--- config.mk ---
export PLATFORM = sky130hd
export DESIGN_NAME = voice_allocator_flat
export DESIGN_NICKNAME = d
export VERILOG_FILES = /design/src/rtl/voice_allocator_if.sv /design/src/rtl/voice_allocator.sv /design/src/flat_wrapper.sv
export SDC_FILE = /design/constraint.sdc
export NUM_CORES = 1
export LEC_CHECK = 0
export CAP_MARGIN = 20
export CORE_MARGIN = 10
export CORE_UTILIZATION = 52
export DETAILED_ROUTE_END_ITERATION = 7
export PLACE_DENSITY_LB_ADDON = 0.2
export SLEW_MARGIN = 5
export SYNTH_ARGS = -nofsm -noshare
export SYNTH_HDL_FRONTEND = slang
export SYNTH_SLANG_ARGS = --single-unit
--- constraint.sdc ---
create_clock -name clk -period 6.2 [get_ports clk]
set_input_delay 0.93 -clock clk [delete_from_list [all_inputs] [get_ports clk]]
set_output_delay 0.93 -clock clk [all_outputs]
set_load 0.02 [all_outputs]
--- src/rtl/voice_allocator_if.sv ---
// Key-event and shared-divider signals between the voice allocator and its neighbours.
// master: key decoder / divider side, slave: voice allocator side.
interface voice_allocator_if;
  logic        ev_valid;
  logic        ev_ready;
  logic [7:0]  ev_code;
  logic        ev_pressed;
  logic        div_start;
  logic [31:0] div_num;
  logic [31:0] div_den;
  logic        div_done;
  logic [31:0] div_quot;

  modport master (
    output ev_valid, ev_code, ev_pressed, div_done, div_quot,
    input  ev_ready, div_start, div_num, div_den
  );

  modport slave (
    input  ev_valid, ev_code, ev_pressed, div_done, div_quot,
    output ev_ready, div_start, div_num, div_den
  );
endinterface

--- src/rtl/voice_allocator.sv ---
// Polyphonic voice scheduler: maps PS/2 key events to just-intonation notes, allocates voice
// slots (LRU stealing when full) and sequences a shared divider to compute each voice frequency.
module voice_allocator #(
  parameter int unsigned NUM_VOICES = 8,
  parameter int unsigned FREQ_W     = 32,
  parameter int unsigned BASE_FREQ  = 110,
  parameter int unsigned FRAC       = 16
) (
  input  logic                         clk,
  input  logic                         reset,
  voice_allocator_if.slave             bus,
  output logic [NUM_VOICES-1:0]        voice_active,
  output logic [NUM_VOICES-1:0]        voice_start,
  output logic [NUM_VOICES*4-1:0]      voice_note,
  output logic [NUM_VOICES*FREQ_W-1:0] voice_freq
);

  localparam int unsigned VW = (NUM_VOICES > 1) ? $clog2(NUM_VOICES) : 1;

  typedef enum logic [2:0] {
    StIdle, StDecode, StDivReq, StDivWait, StWrite, StRelease
  } state_e;

  // Returns {valid, note}; unknown codes come back with valid=0.
  function automatic logic [4:0] code_to_note(input logic [7:0] code);
    unique case (code)
      8'h15:   return {1'b1, 4'd0};
      8'h16:   return {1'b1, 4'd1};
      8'h1D:   return {1'b1, 4'd2};
      8'h26:   return {1'b1, 4'd3};
      8'h24:   return {1'b1, 4'd4};
      8'h2D:   return {1'b1, 4'd5};
      8'h2E:   return {1'b1, 4'd6};
      8'h2C:   return {1'b1, 4'd7};
      8'h36:   return {1'b1, 4'd8};
      8'h35:   return {1'b1, 4'd9};
      8'h3D:   return {1'b1, 4'd10};
      8'h3C:   return {1'b1, 4'd11};
      8'h43:   return {1'b1, 4'd12};
      default: return 5'd0;
    endcase
  endfunction

  // Just-intonation ratio {numerator, denominator} for notes 0..12.
  function automatic logic [11:0] note_ratio(input logic [3:0] note);
    unique case (note)
      4'd0:    return {6'd1,  6'd1};
      4'd1:    return {6'd16, 6'd15};
      4'd2:    return {6'd9,  6'd8};
      4'd3:    return {6'd6,  6'd5};
      4'd4:    return {6'd5,  6'd4};
      4'd5:    return {6'd4,  6'd3};
      4'd6:    return {6'd45, 6'd32};
      4'd7:    return {6'd3,  6'd2};
      4'd8:    return {6'd8,  6'd5};
      4'd9:    return {6'd5,  6'd3};
      4'd10:   return {6'd16, 6'd9};
      4'd11:   return {6'd15, 6'd8};
      default: return {6'd2,  6'd1};
    endcase
  endfunction

  state_e              state_q, state_d;
  logic [7:0]          code_q;
  logic                pressed_q;
  logic [VW-1:0]       target_q;
  logic                retrig_q;
  logic [31:0]         div_num_q, div_den_q, quot_q;
  logic                active_q [NUM_VOICES];
  logic                start_q  [NUM_VOICES];
  logic [3:0]          note_q   [NUM_VOICES];
  logic [FREQ_W-1:0]   freq_q   [NUM_VOICES];
  logic [VW-1:0]       rank_q   [NUM_VOICES];

  logic                dec_valid;
  logic [3:0]          dec_note;
  logic [11:0]         ratio;
  logic                hit, free;
  logic [VW-1:0]       hit_slot, free_slot, lru_slot;
  logic [FREQ_W-1:0]   freq_val;

  // Decode the captured event and find candidate slots (active match, lowest free, oldest).
  always_comb begin
    {dec_valid, dec_note} = code_to_note(code_q);
    ratio     = note_ratio(dec_note);
    hit       = 1'b0;
    hit_slot  = '0;
    free      = 1'b0;
    free_slot = '0;
    lru_slot  = '0;
    for (int i = int'(NUM_VOICES) - 1; i >= 0; i--) begin
      if (!active_q[i]) begin
        free      = 1'b1;
        free_slot = VW'(i);
      end
      if (active_q[i] && note_q[i] == dec_note) begin
        hit      = 1'b1;
        hit_slot = VW'(i);
      end
      if (rank_q[i] == VW'(NUM_VOICES - 1)) lru_slot = VW'(i);
    end
    freq_val = FREQ_W'(64'(quot_q) * 64'(BASE_FREQ));
  end

  // FSM state register.
  always_ff @(posedge clk) begin
    if (reset) state_q <= StIdle;
    else       state_q <= state_d;
  end

  // FSM next-state logic.
  always_comb begin
    state_d = state_q;
    unique case (state_q)
      StIdle:    if (bus.ev_valid) state_d = StDecode;
      StDecode: begin
        if (!dec_valid)      state_d = StIdle;
        else if (!pressed_q) state_d = StRelease;
        else if (hit)        state_d = StWrite;
        else                 state_d = StDivReq;
      end
      StDivReq:  state_d = StDivWait;
      StDivWait: if (bus.div_done) state_d = StWrite;
      StWrite:   state_d = StIdle;
      StRelease: state_d = StIdle;
      default:   state_d = StIdle;
    endcase
  end

  // FSM outputs.
  always_comb begin
    bus.ev_ready  = (state_q == StIdle);
    bus.div_start = (state_q == StDivReq);
  end

  // Event capture, slot selection, divider operands and voice state updates.
  always_ff @(posedge clk) begin
    if (reset) begin
      code_q    <= '0;
      pressed_q <= 1'b0;
      target_q  <= '0;
      retrig_q  <= 1'b0;
      div_num_q <= '0;
      div_den_q <= '0;
      quot_q    <= '0;
      for (int i = 0; i < int'(NUM_VOICES); i++) begin
        active_q[i] <= 1'b0;
        start_q[i]  <= 1'b0;
        note_q[i]   <= '0;
        freq_q[i]   <= '0;
        rank_q[i]   <= VW'(i);
      end
    end else begin
      for (int i = 0; i < int'(NUM_VOICES); i++) start_q[i] <= 1'b0;
      unique case (state_q)
        StIdle: begin
          if (bus.ev_valid) begin
            code_q    <= bus.ev_code;
            pressed_q <= bus.ev_pressed;
          end
        end
        StDecode: begin
          if (dec_valid && pressed_q) begin
            retrig_q <= hit;
            if (hit)       target_q <= hit_slot;
            else if (free) target_q <= free_slot;
            else           target_q <= lru_slot;
            if (!hit) begin
              div_num_q <= 32'(ratio[11:6]) << FRAC;
              div_den_q <= 32'(ratio[5:0]);
            end
          end
        end
        StDivWait: if (bus.div_done) quot_q <= bus.div_quot;
        StWrite: begin
          note_q[target_q]   <= dec_note;
          active_q[target_q] <= 1'b1;
          start_q[target_q]  <= 1'b1;
          if (!retrig_q) freq_q[target_q] <= freq_val;
          // Move the written slot to most-recent; slots newer than it age by one.
          for (int i = 0; i < int'(NUM_VOICES); i++) begin
            if (rank_q[i] < rank_q[target_q]) rank_q[i] <= rank_q[i] + 1'b1;
          end
          rank_q[target_q] <= '0;
        end
        StRelease: begin
          for (int i = 0; i < int'(NUM_VOICES); i++) begin
            if (active_q[i] && note_q[i] == dec_note) active_q[i] <= 1'b0;
          end
        end
        default: ;
      endcase
    end
  end

  // Flatten per-slot state onto the output buses.
  always_comb begin
    bus.div_num  = div_num_q;
    bus.div_den  = div_den_q;
    voice_active = '0;
    voice_start  = '0;
    voice_note   = '0;
    voice_freq   = '0;
    for (int i = 0; i < int'(NUM_VOICES); i++) begin
      voice_active[i]             = active_q[i];
      voice_start[i]              = start_q[i];
      voice_note[4*i +: 4]        = note_q[i];
      voice_freq[FREQ_W*i +: FREQ_W] = freq_q[i];
    end
  end

endmodule
--- src/flat_wrapper.sv ---
// flat-port wrapper written by rule: the top's interface ports become plain ports
module voice_allocator_flat 
#(
  parameter int unsigned NUM_VOICES = 8,
  parameter int unsigned FREQ_W     = 32,
  parameter int unsigned BASE_FREQ  = 110,
  parameter int unsigned FRAC       = 16
)
  (clk, reset, voice_active, voice_start, voice_note, voice_freq, bus_ev_valid, bus_ev_code, bus_ev_pressed, bus_div_done, bus_div_quot, bus_ev_ready, bus_div_start, bus_div_num, bus_div_den);
  voice_allocator_if bus_i ();
  input  logic clk;
  input  logic reset;
  output logic [NUM_VOICES-1:0] voice_active;
  output logic [NUM_VOICES-1:0] voice_start;
  output logic [NUM_VOICES*4-1:0] voice_note;
  output logic [NUM_VOICES*FREQ_W-1:0] voice_freq;
  input wire logic [$bits(bus_i.ev_valid)-1:0] bus_ev_valid;
  input wire logic [$bits(bus_i.ev_code)-1:0] bus_ev_code;
  input wire logic [$bits(bus_i.ev_pressed)-1:0] bus_ev_pressed;
  input wire logic [$bits(bus_i.div_done)-1:0] bus_div_done;
  input wire logic [$bits(bus_i.div_quot)-1:0] bus_div_quot;
  output wire logic [$bits(bus_i.ev_ready)-1:0] bus_ev_ready;
  output wire logic [$bits(bus_i.div_start)-1:0] bus_div_start;
  output wire logic [$bits(bus_i.div_num)-1:0] bus_div_num;
  output wire logic [$bits(bus_i.div_den)-1:0] bus_div_den;
  assign bus_i.ev_valid = bus_ev_valid;
  assign bus_i.ev_code = bus_ev_code;
  assign bus_i.ev_pressed = bus_ev_pressed;
  assign bus_i.div_done = bus_div_done;
  assign bus_i.div_quot = bus_div_quot;
  assign bus_ev_ready = bus_i.ev_ready;
  assign bus_div_start = bus_i.div_start;
  assign bus_div_num = bus_i.div_num;
  assign bus_div_den = bus_i.div_den;
  voice_allocator #(.NUM_VOICES(NUM_VOICES), .FREQ_W(FREQ_W), .BASE_FREQ(BASE_FREQ), .FRAC(FRAC)) u_core (.clk(clk), .reset(reset), .bus(bus_i), .voice_active(voice_active), .voice_start(voice_start), .voice_note(voice_note), .voice_freq(voice_freq));
endmodule
==> results.md <==
* Port Buffers at 352
* Number of buffers added by the clock tree synthesis step at 40
* Period Utilization, post-route at 0.8968
* Ratio of routed vias to standard cells at 5.413
* Length of the first detailed-routing pass in iterations at 6
* Number of setup buffers added after CTS at 0
* Synth Flop Type: sky130_fd_sc_hd__edfxtp_1
* Antenna violations before repair at 6
* Filler cell count in the final layout at 2792
* Post-synthesis cell type count at 67
* Worst Path Class, Setup: reg2reg
* Synth top area cells: sky130_fd_sc_hd__edfxtp_1 43%, sky130_fd_sc_hd__dfxtp_1 10%, sky130_fd_sc_hd__fa_1 8.1%
* FMAX at 179.8 MHz
* Actual slew at the worst max-slew pin at 1.104 ns
* Required time at the worst-slack endpoint at 6.46 ns
* Core area at 36700 µm²
* Y dimension of the die at 212.9 µm
* Number of warnings reported in the yosys synthesis log at 0
* Post-synth EDFFs at 280
* Proportion of netlist area held by the largest area contributor at 0.4343
* Post-synth top area cell: sky130_fd_sc_hd__edfxtp_1
* Remaining max-slew budget at the tightest pin at 0.2590
* DRC violation count after routing at 0
* Maximum fanout count along the critical path at 10
* Yosys reg bits at 380
* Via count at 13700
* Maximum number of buffers from clock root to sink at 3
* Fraction of layout instances using a drive strength above 1 at 0.05189
* Total power consumption of the routed design at 0.005552 W
* Half-perimeter wire length after placement at 41350 µm
* Overall overflow remaining after global route at 0
* Vias in the first global route at 13910
* Type of the worst min-delay path: reg2reg
* Area Growth Syn to Fin at 25.36%
* Worst Skew at 0.01114 ns
* Global Route Usage Sum at 0.2387
* LEAKAGE at 9.742 nW
* Sequential fraction of the synthesis area at 0.5377
* Worst-skew pair later-pin latency at 0.56 ns
* H-tree Lvls at 2
* Number of standard cells after synthesis at 1702
* Footprint of the flip-flops and latches at 10410 µm²
* Area taken by multi-input logic gates at 7925 µm²
* Floorplan die width at 212.9 µm
* Violation count after the first detailed-route iteration at 956
* Clock Root Buffer: sky130_fd_sc_hd__clkbuf_16
* Hold violation count in the final report at 0
* CTS tree: built
* Gates resized, CTS repair at 0
* Unrepaired setup endpoints after global routing: false
* Maximum VDD drop at 0.2113 mV
* Post-synthesis cell area at 19360 µm²
* Number of max-slew violations in the final report at 0
* Area of the die at 45350 µm²
* WL/cell at 21.85 µm
* Cts-stage hold buffer count at 0
* Total wire length at 55310 µm
* P per Cell Area at 228.8 nW/µm²
* Wire length of the first global-routing pass at 83020 µm
* Initial standard-cell utilization of the core at 0.5275
* Fraction of registers with async set/reset at 0
* Clock edge transition at the registers on the reported setup and hold paths at 0.06 ns
* Detail Route Antenna Nets at 0
* Final-stage net count at 2250
* Minimum period implied by the final worst setup slack at 5.560 ns
* I/O pin count at 415
* CTS sink count at 380
* Pin count of the biggest net entering global routing at 58
* Category of the worst setup path launch point: register
* Max-capacitance violation count at 0
* Final-layout setup total negative slack at 0 ns
* Setup-violating endpoint count in the final report at 0
* Site row count at 70
* WP data arrival at 5.82 ns
* Worst setup EP type: register
* Routability cong. at 0.8643
* Run status: finished clean
* Mean Syn Cell Area at 11.37 µm²
==> final timing paths <==
path                               start                      to  slack [ns]  depth (start not counted)
setup reg to reg        u_core.quot_q[7]    u_core.freq_q[2][28]        0.64                         16
hold reg to reg   u_core.bus.div_num[16]  u_core.bus.div_num[16]        0.46                          2
setup / recovery        u_core.quot_q[7]    u_core.freq_q[2][28]        0.64                         16
hold / removal    u_core.bus.div_num[16]  u_core.bus.div_num[16]        0.46                          2
==> flip-flops by register name, indices dropped and copies added (netlist names), named ones only <==
register and count:
u_core.freq_q 248, u_core.note_q 32, u_core.quot_q 31, u_core.rank_q 24, u_core.active_q 8, u_core.code_q 8
u_core.start_q 8, u_core.bus.div_den 5, u_core.bus.div_num 5, u_core.state_q 3, u_core.target_q 3, u_core.pressed_q 1
u_core.retrig_q 1
==> power breakdown <==
group / switching [W] / total, W / internal (W)
combinational: 0.000238 / 0.000384 / 0.000146
sequential: 0.0000373 / 0.00283 / 0.00279
clock: 0.000994 / 0.00234 / 0.00135
==> cell usage in the layout (no fill, tap or decap), drive strengths merged, types with 43 or more instances in the layout <==
cell             n
clkbuf          52
inv            108
nand2          156
fa              78
a21oi           88
and2            43
ha              97
conb            61
nor2           276
clkdlybuf4s50  351
edfxtp         280
dfxtp          100
==> layout make-up <==
type                    count  share of cell area
clock inverters            22            0.007012
inverters                 106             0.01640
diodes                      1           0.0001031
repair buffers            372              0.1512
multi-input cells        1130              0.3266
clock buffers              52             0.04563
well taps                 468             0.02413
flip-flops and latches    380              0.4290
==> critical path, stage by stage (launching register included) <==
cell	delay [ns]
sky130_fd_sc_hd__dfxtp_1	0.37
sky130_fd_sc_hd__inv_1	0.12
sky130_fd_sc_hd__fa_1	0.55
sky130_fd_sc_hd__inv_1	0.06
sky130_fd_sc_hd__fa_1	0.46
sky130_fd_sc_hd__fa_1	0.49
sky130_fd_sc_hd__ha_1	0.38
sky130_fd_sc_hd__a211o_1	0.28
sky130_fd_sc_hd__a21oi_1	0.15
sky130_fd_sc_hd__o211ai_1	0.13
sky130_fd_sc_hd__o21bai_1	0.34
sky130_fd_sc_hd__o41a_1	0.54
sky130_fd_sc_hd__a31oi_1	0.41
sky130_fd_sc_hd__o21bai_1	0.10
sky130_fd_sc_hd__a21oi_1	0.20
sky130_fd_sc_hd__xor2_1	0.59
sky130_fd_sc_hd__nor2_1	0.09
==> synthesized netlist by cell type, types with 3 or more instances <==
cell                       count
sky130_fd_sc_hd__nor2_1      275
sky130_fd_sc_hd__a31oi_1       5
sky130_fd_sc_hd__xor2_1       28
sky130_fd_sc_hd__dfxtp_1     100
sky130_fd_sc_hd__a31o_2        6
sky130_fd_sc_hd__mux4_2        6
sky130_fd_sc_hd__or4_1         6
sky130_fd_sc_hd__clkbuf_1     58
sky130_fd_sc_hd__a21o_1       20
sky130_fd_sc_hd__a21oi_1      88
sky130_fd_sc_hd__edfxtp_1    280
sky130_fd_sc_hd__o211ai_1      6
sky130_fd_sc_hd__fa_1         78
sky130_fd_sc_hd__a21boi_0      3
sky130_fd_sc_hd__o21a_1       12
sky130_fd_sc_hd__nand2b_1     16
sky130_fd_sc_hd__and3_1        4
sky130_fd_sc_hd__a22oi_1       6
sky130_fd_sc_hd__o21ai_0      33
sky130_fd_sc_hd__buf_4        81
sky130_fd_sc_hd__inv_1       104
sky130_fd_sc_hd__nand3_1      12
sky130_fd_sc_hd__buf_2         4
sky130_fd_sc_hd__xnor2_1      35
sky130_fd_sc_hd__nor4b_1       4
sky130_fd_sc_hd__nand4_1       9
sky130_fd_sc_hd__nor3_1       30
sky130_fd_sc_hd__a211oi_1      4
sky130_fd_sc_hd__mux2i_1      29
sky130_fd_sc_hd__nand4b_1      3
sky130_fd_sc_hd__and2_1       43
sky130_fd_sc_hd__or3_1         8
sky130_fd_sc_hd__nand2_1     155
sky130_fd_sc_hd__o211a_1       3
sky130_fd_sc_hd__o21bai_1      5
sky130_fd_sc_hd__ha_1         97
sky130_fd_sc_hd__a211o_1       4
sky130_fd_sc_hd__nor2b_1       6
==> routing by layer <==
metal | wire [µm] | global-route usage
met5 | 69 | 0
met4 | 1591 | 0.08050
met3 | 5663 | 0.06584
met2 | 26220 | 0.3953
met1 | 21770 | 0.2958
==> metrics by stage <==
step,hold slack [ns],setup slack (ns),instance area (µm²),cells,util
floorplan,0.4496,1.445,19580,1762,-
CTS,0.4624,0.6295,24260,2530,0.6612
finish,0.4640,0.6396,24270,2531,0.6613
detailed placement,0.4506,0.6432,22990,2456,0.6264
global placement,0.4394,0.8419,22990,2456,0.6264
global route,0.4904,0.1900,24260,2530,0.6612
==> kinds of logic (layout without fill, tap and decap cells) <==
kind of cell | count (synthesis) | count (layout) | synth area share
DFF | 380 | 380 | 0.5377
and+or+nand+nor | 586 | 586 | 0.1343
other | 1 | 62 | 0.0001937
muxes | 36 | 36 | 0.02256
buffers and inverters | 252 | 552 | 0.06521
AOI/OAI and AO/OA | 209 | 209 | 0.06812
xor gates and xnor gates | 63 | 63 | 0.02850
adders and majority gates | 175 | 175 | 0.1434
Power figures use the tool's default switching activity.
